$ cat config.mk
export PLATFORM = sky130hd
export DESIGN_NAME = load_store_unit_flat
export DESIGN_NICKNAME = d
export VERILOG_FILES = /design/src/rtl/load_store_unit_pkg.sv /design/src/rtl/load_store_unit_if.sv /design/src/rtl/load_store_unit_align.sv /design/src/rtl/load_store_unit.sv /design/src/flat_wrapper.sv
export SDC_FILE = /design/constraint.sdc
export NUM_CORES = 1
export LEC_CHECK = 0
export CORE_ASPECT_RATIO = 1.2
export CORE_UTILIZATION = 40
export CTS_BUF_LIST = sky130_fd_sc_hd__clkbuf_8
export DETAILED_ROUTE_END_ITERATION = 10
export PLACE_DENSITY = 0.73
export SYNTH_ARGS = -nofsm -noshare
export SYNTH_HDL_FRONTEND = slang
export SYNTH_SLANG_ARGS = --single-unit
$ cat constraint.sdc
create_clock -name clk -period 3.4 [get_ports clk]
set_input_delay 0.34 -clock clk [delete_from_list [all_inputs] [get_ports clk]]
set_output_delay 0.34 -clock clk [all_outputs]
set_load 0.05 [all_outputs]
$ cat src/rtl/load_store_unit_pkg.sv
// Shared load/store unit types: FSM states, RV32I size codes, lane-mask helper.
// MISALIGN_SPLIT_EN adds the second-access states ISSUE2/WAIT2.
package lsu_pkg;

`ifdef MISALIGN_SPLIT_EN
   typedef enum logic [2:0] {S_IDLE, S_ISSUE, S_WAIT, S_RESP, S_ISSUE2, S_WAIT2} lsu_state_t;
`else
   typedef enum logic [1:0] {S_IDLE, S_ISSUE, S_WAIT, S_RESP} lsu_state_t;
`endif

   localparam logic [2:0] F3_B  = 3'b000;
   localparam logic [2:0] F3_H  = 3'b001;
   localparam logic [2:0] F3_W  = 3'b010;
   localparam logic [2:0] F3_BU = 3'b100;
   localparam logic [2:0] F3_HU = 3'b101;

   typedef struct packed {
      logic        we;
      logic [2:0]  funct3;
      logic [31:0] wdata;
   } lsu_req_t;

   // Byte lanes touched across two consecutive words: bits [3:0] first word, [7:4] second.
   function automatic logic [7:0] lane_mask(input logic [2:0] funct3, input logic [1:0] off);
      logic [7:0] base;
      case (funct3[1:0])
         2'b00:   base = 8'h01;
         2'b01:   base = 8'h03;
         default: base = 8'h0F;
      endcase
      return base << off;
   endfunction

   function automatic logic f3_illegal(input logic [2:0] funct3, input logic we);
      return (funct3 == 3'b011) || (funct3[2:1] == 2'b11) || (funct3[2] && we);
   endfunction

endpackage

$ cat src/rtl/load_store_unit_if.sv
// Core-side request/response bus and memory-side command/return bus of the load/store unit.
interface lsu_req_if #(parameter int ADDR_W = 32);
   logic              req_valid;
   logic              req_ready;
   logic              req_we;
   logic [2:0]        req_funct3;
   logic [ADDR_W-1:0] req_addr;
   logic [31:0]       req_wdata;
   logic              rsp_valid;
   logic [31:0]       rsp_rdata;
   logic              rsp_err;

   modport master (output req_valid, req_we, req_funct3, req_addr, req_wdata,
                   input  req_ready, rsp_valid, rsp_rdata, rsp_err);
   modport slave  (input  req_valid, req_we, req_funct3, req_addr, req_wdata,
                   output req_ready, rsp_valid, rsp_rdata, rsp_err);
endinterface

interface lsu_mem_if #(parameter int ADDR_W = 32);
   logic              mem_valid;
   logic              mem_ready;
   logic              mem_we;
   logic [3:0]        mem_be;
   logic [ADDR_W-1:0] mem_addr;
   logic [31:0]       mem_wdata;
   logic              mem_rvalid;
   logic [31:0]       mem_rdata;

   modport master (output mem_valid, mem_we, mem_be, mem_addr, mem_wdata,
                   input  mem_ready, mem_rvalid, mem_rdata);
   modport slave  (input  mem_valid, mem_we, mem_be, mem_addr, mem_wdata,
                   output mem_ready, mem_rvalid, mem_rdata);
endinterface

$ cat src/rtl/load_store_unit_align.sv
// Load data alignment: pick the addressed bytes out of two words and sign/zero extend.
module load_align
   import lsu_pkg::*;
(
   input  logic [63:0] data,
   input  logic [1:0]  off,
   input  logic [2:0]  funct3,
   output logic [31:0] rdata
);
   logic [31:0] word;

   assign word = data[{off, 3'b000} +: 32];

   always_comb begin
      rdata = '0;
      case (funct3)
         F3_B:    rdata = {{24{word[7]}}, word[7:0]};
         F3_H:    rdata = {{16{word[15]}}, word[15:0]};
         F3_W:    rdata = word;
         F3_BU:   rdata = {24'b0, word[7:0]};
         F3_HU:   rdata = {16'b0, word[15:0]};
         default: rdata = '0;
      endcase
   end
endmodule

$ cat src/rtl/load_store_unit.sv
// RV32I load/store unit: one outstanding access, byte-lane placement, load extension.
// Define MISALIGN_SPLIT_EN to split word-crossing accesses into two memory accesses.
module load_store_unit
   import lsu_pkg::*;
#(
   parameter int ADDR_W = 32
) (
   input  logic       clk,
   input  logic       resetn,
   lsu_req_if.slave   core,
   lsu_mem_if.master  mem
);
   lsu_state_t        state, state_nx;
   lsu_req_t          rq;
   logic [ADDR_W-1:0] r_addr;
   logic [ADDR_W-1:0] base_addr;
   logic [31:0]       rsp_rdata_q;
   logic              rsp_err_q;
   logic              bad_req;
   logic              issuing;
   logic              in_wait;
   logic [ADDR_W-1:0] issue_addr;
   logic [3:0]        issue_be;
   logic [31:0]       issue_wdata;
   logic [63:0]       ld_word;
   logic [31:0]       ld_data;

   assign base_addr = {r_addr[ADDR_W-1:2], 2'b00};

   always_comb begin
      bad_req = f3_illegal(core.req_funct3, core.req_we);
`ifndef MISALIGN_SPLIT_EN
      // without splitting, any halfword/word not naturally aligned is rejected
      if (core.req_funct3[1:0] == 2'b01 && core.req_addr[0])          bad_req = 1'b1;
      if (core.req_funct3[1:0] == 2'b10 && core.req_addr[1:0] != 2'b00) bad_req = 1'b1;
`endif
   end

`ifdef MISALIGN_SPLIT_EN
   logic [7:0]  mask;
   logic [63:0] wide;
   logic [31:0] lo_q;
   logic        split;
   logic        second;

   assign mask        = lane_mask(rq.funct3, r_addr[1:0]);
   assign wide        = {32'b0, rq.wdata} << {r_addr[1:0], 3'b000};
   assign split       = |mask[7:4];
   assign second      = (state == S_ISSUE2);
   assign issuing     = (state == S_ISSUE) || (state == S_ISSUE2);
   assign in_wait     = (state == S_WAIT)  || (state == S_WAIT2);
   assign issue_addr  = second ? base_addr + ADDR_W'(4) : base_addr;
   assign issue_be    = second ? mask[7:4]   : mask[3:0];
   assign issue_wdata = second ? wide[63:32] : wide[31:0];
   assign ld_word     = (state == S_WAIT2) ? {mem.mem_rdata, lo_q} : {32'b0, mem.mem_rdata};

   always_ff @(posedge clk) begin
      if (!resetn)                                   lo_q <= '0;
      else if (state == S_WAIT && mem.mem_rvalid)    lo_q <= mem.mem_rdata;
   end
`else
   assign issuing     = (state == S_ISSUE);
   assign in_wait     = (state == S_WAIT);
   assign issue_addr  = base_addr;
   assign issue_be    = 4'(lane_mask(rq.funct3, r_addr[1:0]));
   assign issue_wdata = rq.wdata << {r_addr[1:0], 3'b000};
   assign ld_word     = {32'b0, mem.mem_rdata};
`endif

   load_align u_align (
      .data   (ld_word),
      .off    (r_addr[1:0]),
      .funct3 (rq.funct3),
      .rdata  (ld_data)
   );

   always_ff @(posedge clk) begin
      if (!resetn) state <= S_IDLE;
      else         state <= state_nx;
   end

   always_comb begin
      state_nx = state;
      case (state)
         S_IDLE:  if (core.req_valid) state_nx = bad_req ? S_RESP : S_ISSUE;
         S_ISSUE: if (mem.mem_ready) begin
                     if (!rq.we) state_nx = S_WAIT;
`ifdef MISALIGN_SPLIT_EN
                     else        state_nx = split ? S_ISSUE2 : S_RESP;
`else
                     else        state_nx = S_RESP;
`endif
                  end
`ifdef MISALIGN_SPLIT_EN
         S_WAIT:   if (mem.mem_rvalid) state_nx = split ? S_ISSUE2 : S_RESP;
         S_ISSUE2: if (mem.mem_ready)  state_nx = rq.we ? S_RESP : S_WAIT2;
         S_WAIT2:  if (mem.mem_rvalid) state_nx = S_RESP;
`else
         S_WAIT:   if (mem.mem_rvalid) state_nx = S_RESP;
`endif
         S_RESP:  state_nx = S_IDLE;
         default: state_nx = S_IDLE;
      endcase
   end

   // Response registers change only on entry to RESP so they hold between responses.
   always_ff @(posedge clk) begin
      if (!resetn) begin
         rq          <= '0;
         r_addr      <= '0;
         rsp_rdata_q <= '0;
         rsp_err_q   <= 1'b0;
      end else begin
         if (state == S_IDLE && core.req_valid) begin
            rq     <= '{we: core.req_we, funct3: core.req_funct3, wdata: core.req_wdata};
            r_addr <= core.req_addr;
         end
         if (state_nx == S_RESP && state != S_RESP) begin
            rsp_err_q   <= (state == S_IDLE);
            rsp_rdata_q <= in_wait ? ld_data : 32'h0;
         end
      end
   end

   always_comb begin
      core.req_ready = (state == S_IDLE);
      core.rsp_valid = (state == S_RESP);
      mem.mem_valid  = issuing;
      mem.mem_we     = issuing & rq.we;
      mem.mem_be     = issuing ? issue_be : 4'h0;
      mem.mem_addr   = issuing ? issue_addr : '0;
      mem.mem_wdata  = (issuing && rq.we) ? issue_wdata : 32'h0;
   end

   assign core.rsp_rdata = rsp_rdata_q;
   assign core.rsp_err   = rsp_err_q;

endmodule

$ cat src/flat_wrapper.sv
// flat-port wrapper written by rule: the top's interface ports become plain ports
module load_store_unit_flat import lsu_pkg::*;
#(
   parameter int ADDR_W = 32
)
  (clk, resetn, core_req_valid, core_req_we, core_req_funct3, core_req_addr, core_req_wdata, core_req_ready, core_rsp_valid, core_rsp_rdata, core_rsp_err, mem_mem_valid, mem_mem_we, mem_mem_be, mem_mem_addr, mem_mem_wdata, mem_mem_ready, mem_mem_rvalid, mem_mem_rdata);
  lsu_req_if #(.ADDR_W(ADDR_W)) core_i ();
  lsu_mem_if #(.ADDR_W(ADDR_W)) mem_i ();
  input  logic clk;
  input  logic resetn;
  input wire logic [$bits(core_i.req_valid)-1:0] core_req_valid;
  input wire logic [$bits(core_i.req_we)-1:0] core_req_we;
  input wire logic [$bits(core_i.req_funct3)-1:0] core_req_funct3;
  input wire logic [$bits(core_i.req_addr)-1:0] core_req_addr;
  input wire logic [$bits(core_i.req_wdata)-1:0] core_req_wdata;
  output wire logic [$bits(core_i.req_ready)-1:0] core_req_ready;
  output wire logic [$bits(core_i.rsp_valid)-1:0] core_rsp_valid;
  output wire logic [$bits(core_i.rsp_rdata)-1:0] core_rsp_rdata;
  output wire logic [$bits(core_i.rsp_err)-1:0] core_rsp_err;
  output wire logic [$bits(mem_i.mem_valid)-1:0] mem_mem_valid;
  output wire logic [$bits(mem_i.mem_we)-1:0] mem_mem_we;
  output wire logic [$bits(mem_i.mem_be)-1:0] mem_mem_be;
  output wire logic [$bits(mem_i.mem_addr)-1:0] mem_mem_addr;
  output wire logic [$bits(mem_i.mem_wdata)-1:0] mem_mem_wdata;
  input wire logic [$bits(mem_i.mem_ready)-1:0] mem_mem_ready;
  input wire logic [$bits(mem_i.mem_rvalid)-1:0] mem_mem_rvalid;
  input wire logic [$bits(mem_i.mem_rdata)-1:0] mem_mem_rdata;
  assign core_i.req_valid = core_req_valid;
  assign core_i.req_we = core_req_we;
  assign core_i.req_funct3 = core_req_funct3;
  assign core_i.req_addr = core_req_addr;
  assign core_i.req_wdata = core_req_wdata;
  assign core_req_ready = core_i.req_ready;
  assign core_rsp_valid = core_i.rsp_valid;
  assign core_rsp_rdata = core_i.rsp_rdata;
  assign core_rsp_err = core_i.rsp_err;
  assign mem_mem_valid = mem_i.mem_valid;
  assign mem_mem_we = mem_i.mem_we;
  assign mem_mem_be = mem_i.mem_be;
  assign mem_mem_addr = mem_i.mem_addr;
  assign mem_mem_wdata = mem_i.mem_wdata;
  assign mem_i.mem_ready = mem_mem_ready;
  assign mem_i.mem_rvalid = mem_mem_rvalid;
  assign mem_i.mem_rdata = mem_mem_rdata;
  load_store_unit #(.ADDR_W(ADDR_W)) u_core (.clk(clk), .resetn(resetn), .core(core_i), .mem(mem_i));
endmodule
==> results of run 1 <==
cells by family (layout without fill, tap and decap cells):
logic type             Yosys count  in the layout
AOI/OAI and AO/OA              161            161
buffers and inverters           59            239
DFF                            103            103
muxes                           52             52
other                            1              2
and+or+nand+nor                290            290
critical path: stages, from the launching register on:
cell,delay [ns]
dfxtp_1,0.49
nand2b_1,0.21
inv_1,0.09
buf_4,0.27
nand3b_2,0.26
nor2_1,0.16
clkdlybuf4s50_1,0.81
power by group through the flow:
stage          logic, uW  clock network [uW]  registers [uW]
6_report             819                 821            1370
3_5_place_dp         819                   0            1400
2_1_floorplan        483                   0            1430
3_3_place_gp         803                   0            1390
5_1_grt              885                 890            1380
4_1_cts              822                 843            1370
state kept, by name, indices dropped and copies added, names as in the netlist:
name	flops
u_core.core.rsp_err	1
u_core.core.rsp_rdata	32
u_core.r_addr	32
u_core.rq	36
u_core.state	2
metrics by stage:
step                      util, %  power, uW  worst slack, ns
after floorplan                 -       1910            0.669
after global placement       59.0       2190            0.859
after detailed placement     59.0       2220            0.790
after CTS                    60.7       3030            0.362
after global routing         60.7       3160            0.213
final                        60.7       3010            0.387
routing by layer:
layer	share of wire [%]	wire length [um]	GRT usage, %
met5	0	0	0
met4	4.1	663	13.7
met3	5.9	955	4.44
met2	50	8200	41.9
met1	40	6430	27.1
worst max-delay path by stage:
stage	cells past startpoint	slack, ns	endpoint
2_1_floorplan	6	0.67	mem_mem_wdata[27]
3_3_place_gp	6	0.86	mem_mem_wdata[11]
3_5_place_dp	6	0.79	mem_mem_wdata[11]
4_1_cts	6	0.36	mem_mem_wdata[11]
5_1_grt	6	0.21	mem_mem_wdata[13]
6_report	6	0.39	mem_mem_wdata[13]
area by class of cell:
| type | instances | area [um2] |
|---|---|---|
| fillers | 1127 | 5000 |
| multi-input cells | 505 | 2930 |
| repair buffers | 218 | 2290 |
| flip-flops and latches | 103 | 2060 |
| well taps | 164 | 205 |
| clock buffers | 11 | 151 |
| clock inverters | 5 | 63.8 |
| inverters | 5 | 18.8 |
cell usage in the layout (no fill, tap or decap), drive strengths merged, types with 10 or more instances in the layout:
cell type,instances
a211oi,19
a21oi,95
and2,42
buf,37
clkbuf,11
clkdlybuf4s50,181
dfxtp,103
mux2i,43
nand2,191
nor2,28
nor2b,10
o211ai,15
o2bb2ai,15
==> summary.md, run 1 <==
| Metric | Value |
|---|---|
| CTS root buf | clkbuf_8 |
| Post-route DRC | 0 |
| H-tree depth | 3 |
| Max-slew headroom | 17.1% |
| Post-synth top area share | 39.2% |
| Top-count cell post-synth | nand2_1 |
| IO Count | 210 |
| Hold Path Stages | 2 |
| Vias in the first global route | 5229 |
| Clock insertion delay at the later pin of the skew report | 0.36 ns |
| Int Power | 2020 uW |
| Cell variety after synth | 46 |
| Sw Ratio | 32.9% |
| Worst R2R Path Depth | 5 |
| Initial antenna violation count | 0 |
| Psw | 991 uW |
| Mapped Cells | 666 |
| Fin cells | 1011 |
| N_diodes | 0 |
| Endpoint class of the critical path | output port |
| Post-DP HPWL | 12000 um |
| First-pass GRT wire length | 25600 um |
| Max cap viols | 0 |
| Flop-to-flop setup slack | 1.11 ns |
| Worst hold start | u_core.r_addr[14] |
| Setup Skew | 0.00491 ns |
| HP Class | reg -> reg |
| Outcome | complete, no violations |
| Hold EP | u_core.r_addr[14] |
| F_max | 0.332 GHz |
| Layout cell share with drive strength beyond 1 | 10.2% |
| Largest cells by area after synthesis | dfxtp_1 (39%), nand2_1 (14%), a21oi_1 (9.0%), mux2i_1 (8.2%), and2_1 (4.9%) |
| Max rail drop VDD | 0.224 mV |
| CTS buffer count | 9 |
| Synth Register Bits | 103 |
| Post-CTS Setup Inserts | 0 |
| Post-synthesis compound-gate area fraction | 19.8% |
| DR iter-0 viols | 244 |
| Leading area contributor after synthesis | dfxtp_1 |
| Hold_buf cts | 0 |
| Fin Setup TNS | 0 ns |
| Longest Clk Path Bufs | 2 |
| Final setup vio count | 0 |
| Final std cell area, no fill | 7730 um2 |
| Post-synthesis mux area share | 10.5% |
| Seq/Total Area, Yosys | 39.2% |
| Die Y-Extent | 128 um |
| Crit Path Max Fanout | 33 |
| Adder-cell share of the synthesized area | 0% |
| Most used DFF post-synth | dfxtp_1 |
| Vias/cell | 5.24 |
| Syn Area/Cell | 7.89 um2 |
| Crit. Startpoint | u_core.state[0] |
| Mapped Area | 5260 um2 |
| Nets | 947 |
| Clk pwr share | 27.3% |
| GP Congestion | 0.900 |
| Pre-antenna DRT Iters | 5 |
| Dpl cell area | 7510 um2 |
| Die area | 13600 um2 |
| Cells after DPL | 995 |
| Final period util | 88.6% |
| Gr ovfl total | 0 |
| Combinational fraction of design power | 27.2% |
| CP arrival | 2.67 ns |
| Pin count of the biggest net entering global routing | 69 |
| Required time of the critical path | 3.06 ns |
| Routed wire length | 16300 um |
| Ys async rst share | 0% |
| Number of synthesized flops with an enable pin | 0 |
| Routed via count | 5302 |
| # rows | 45 |
| Register share of total power | 45.5% |
| Main combinational cell family by area after synthesis | simple AND/OR/NAND/NOR gates |
| Measured slew at the worst slew-check pin | 1.24 ns |
| WL/cell | 16.1 um |
| LEAKAGE | 0.00284 uW |
| Clk slew on worst S/H paths | 0.10 ns |
| Tmin final | 3.01 ns |
| RSZ-0062 raised after global routing | false |
| Buffers on Ports | 207 |
| Hold Slack | 0.454 ns |
| Post_cts resized | 0 |
| Clk sinks | 103 |
| Antenna Violating Nets Remaining | 0 |
| CTS tree | built |
| Starting density of the core | 41.3% |
| Die X | 107 um |
| FF-to-FF Start | u_core.r_addr[0] |
| Hold Violations, Final | 0 |
| Area Growth Syn to Fin | 47.0% |
| Worst r2r dst | u_core.core.rsp_rdata[11] |
| Critical Setup Path Class | reg -> out |
| Total Routing Usage GR | 23.9% |
| Post-synthesis xor/xnor area fraction | 0% |
| Post-Synth Simple-Gate Area | 25.1% |
| Synthesis Warnings | 0 |
| Crit start category | register |
| Core Footprint | 12700 um2 |
| Slew Limit Fails | 0 |
| Most instantiated cells after synthesis | nand2_1 (191), dfxtp_1 (103), a21oi_1 (94) |
| Power density cells | 389 nW/um2 |
(Power assumes the default switching activity.)
==> run 2, diff against run 1 <==
CORE_MARGIN = 2   (was not set)
==> summary.md, run 2 (synthesis gave the netlist of run 1 again) <==
| Metric | Value |
|---|---|
| Outcome | complete, no violations (unchanged) |
| Antenna Violating Nets Remaining | 0 (unchanged) |
| Slew Limit Fails | 0 (unchanged) |
| Hold Slack | 0.455 ns (was 0.454 ns) |
| H-tree depth | 3 (unchanged) |
| CP arrival | 2.73 ns (was 2.67 ns) |
| Crit start category | register (unchanged) |
| GP Congestion | 0.885 (was 0.900) |
| Pre-antenna DRT Iters | 4 (was 5) |
| Total Routing Usage GR | 23.5% (was 23.9%) |
| Core Footprint | 12700 um2 (unchanged) |
| Largest stage delay, worst path | 0.83 ns (was 0.81 ns) |
| Pin count of the biggest net entering global routing | 69 (unchanged) |
| Die area | 14100 um2 (was 13600 um2) |
| Initial antenna violation count | 0 (unchanged) |
| Max-slew headroom | 15.5% (was 17.1%) |
| Clk slew on worst S/H paths | 0.10 ns (about the same) |
| Die X | 109 um (was 107 um) |
| Clk pwr share | 24.1% (was 27.3%) |
| # rows | 45 (unchanged) |
| F_max | 0.326 GHz (was 0.332 GHz) |
| Crit Path Max Fanout | 33 (unchanged) |
| CP bufs+invs | 3 (unchanged) |
| First-pass GRT wire length | 26000 um (was 25600 um) |
| Seq. cell area | 2060 um2 (unchanged) |
| Area Growth Syn to Fin | 47.9% (was 47.0%) |
| Endpoint class of the critical path | output port (unchanged) |
| Most common cell after layout, fill and taps aside | nand2_1 (unchanged) |
| WL/cell | 16.5 um (was 16.1 um) |
| Vias in the first global route | 5215 (was 5229) |
| Post-CTS Setup Inserts | 0 (unchanged) |
| DR iter-0 viols | 253 (was 244) |
| Post-route DRC | 0 (unchanged) |
| Sw Ratio | 34.1% (was 32.9%) |
| Max rail drop VDD | 0.186 mV (was 0.224 mV) |
| HP Class | reg -> reg (unchanged) |
| Hold Violations, Final | 0 (unchanged) |
| Starting density of the core | 41.3% (unchanged) |
| CTS root buf | clkbuf_8 (unchanged) |
| Tmin final | 3.07 ns (was 3.01 ns) |
| RSZ-0062 raised after global routing | false (unchanged) |
| Gr ovfl total | 0 (unchanged) |
| Cells after DPL | 995 (unchanged) |
| Commonest non-fill, non-tap cells in the layout | nand2_1 (190), clkdlybuf4s50_1 (180), dfxtp_1 (101) (was nand2_1 (190), clkdlybuf4s50_1 (181), dfxtp_1 (101)) |
| Setup Skew | 0.00876 ns (was 0.00491 ns) |
| CTS buffer count | 9 (unchanged) |
| Measured slew at the worst slew-check pin | 1.26 ns (was 1.24 ns) |
| Power density cells | 371 nW/um2 (was 389 nW/um2) |
| Clk sinks | 103 (unchanged) |
| Required time of the critical path | 3.06 ns (about the same) |
| Area taken by multi-input logic gates | 2930 um2 (about the same) |
| # fillers | 1146 (was 1127) |
| Fin Setup TNS | 0 ns (unchanged) |
| CP top delay family | buffers and inverters (unchanged) |
| Psw | 983 uW (was 991 uW) |
| Int Power | 1900 uW (was 2020 uW) |
| Nets | 947 (unchanged) |
| Combinational fraction of design power | 28.4% (was 27.2%) |
| Hold_buf cts | 0 (unchanged) |
| Final period util | 90.3% (was 88.6%) |
| LEAKAGE | 0.00285 uW (was 0.00284 uW) |
| Max reg flops | 36 (unchanged) |
| Max cap viols | 0 (unchanged) |
| CTS tree | built (unchanged) |
| Total power | 2880 uW (was 3010 uW) |
| Layout cell share with drive strength beyond 1 | 10.2% (unchanged) |
| IO Count | 210 (unchanged) |
| Post_cts resized | 0 (unchanged) |
| Longest Clk Path Bufs | 2 (unchanged) |
| Routed via count | 5308 (was 5302) |
| Critical Setup Path Class | reg -> out (unchanged) |
| Crit path max-delay cell type | clkdlybuf4s50_1 (unchanged) |
| N_diodes | 0 (unchanged) |
| Vias/cell | 5.25 (was 5.24) |
| Register share of total power | 47.5% (was 45.5%) |
| Most flop-heavy register | u_core.rq (unchanged) |
| Crit path cell chain | nand2b_1 -> inv_1 -> buf_4 -> nand3b_2 -> nor2_1 -> clkdlybuf4s50_1 (unchanged) |
| Final setup vio count | 0 (unchanged) |
| Buffers on Ports | 207 (unchanged) |
| Post-DP HPWL | 12400 um (was 12000 um) |
| Fin cells | 1011 (unchanged) |
| Routed wire length | 16700 um (was 16300 um) |
| Clock insertion delay at the later pin of the skew report | 0.36 ns (about the same) |
| Die Y-Extent | 130 um (was 128 um) |
[run 2: through the flow]
step,setup WS [ns],utilization (%),cell area (um2)
floorplan,0.669,-,5260
global route,0.151,61.1,7770
global placement,0.859,59.7,7600
detailed placement,0.743,59.7,7600
finish,0.331,61.1,7770
CTS,0.321,61.1,7770
[run 2: layout make-up]
| type | instances | share of cell area, % |
|---|---|---|
| Timing Repair Buffer | 218 | 30.7 |
| Tap cell | 164 | 2.64 |
| Clock buffer | 9 | 1.59 |
| Clock inverter | 7 | 0.612 |
| Multi-Input combinational cell | 505 | 37.6 |
| Inverter | 5 | 0.241 |
| Sequential cell | 103 | 26.6 |
[run 2: power groups by stage]
stage,clock (uW),combinational (uW),sequential (uW)
final,695,818,1370
after global routing,778,883,1380
after CTS,725,821,1370
after detailed placement,0,819,1390
after global placement,0,804,1390
after floorplan,0,483,1430
[run 2: routing by layer]
| metal | routed length, um | share of wire, % | global-route usage [%] |
|---|---|---|---|
| met5 | 0 | 0 | 0 |
| met4 | 493 | 3.0 | 10.8 |
| met3 | 1030 | 6.2 | 4.93 |
| met2 | 8710 | 52 | 42.6 |
| met1 | 6420 | 39 | 26.0 |
[run 2: worst reg2reg max path, delay by kind of cell, from the launching register on]
| family | cells | cell delay (ns) |
|---|---|---|
| DFF | 1 | 0.80 |
| and+or+nand+nor | 1 | 0.10 |
| AOI/OAI and AO/OA | 2 | 0.56 |
| buffers and inverters | 1 | 0.41 |
| muxes | 1 | 0.60 |
[run 2: worst paths after layout]
path,start,to,slack (ns),depth (start not counted)
setup / recovery,u_core.state[0],mem_mem_wdata[13],0.33,6
hold / removal,u_core.r_addr[28],u_core.r_addr[28],0.46,2
setup reg to reg,u_core.r_addr[1],u_core.core.rsp_rdata[16],0.84,5
hold reg to reg,u_core.r_addr[28],u_core.r_addr[28],0.46,2
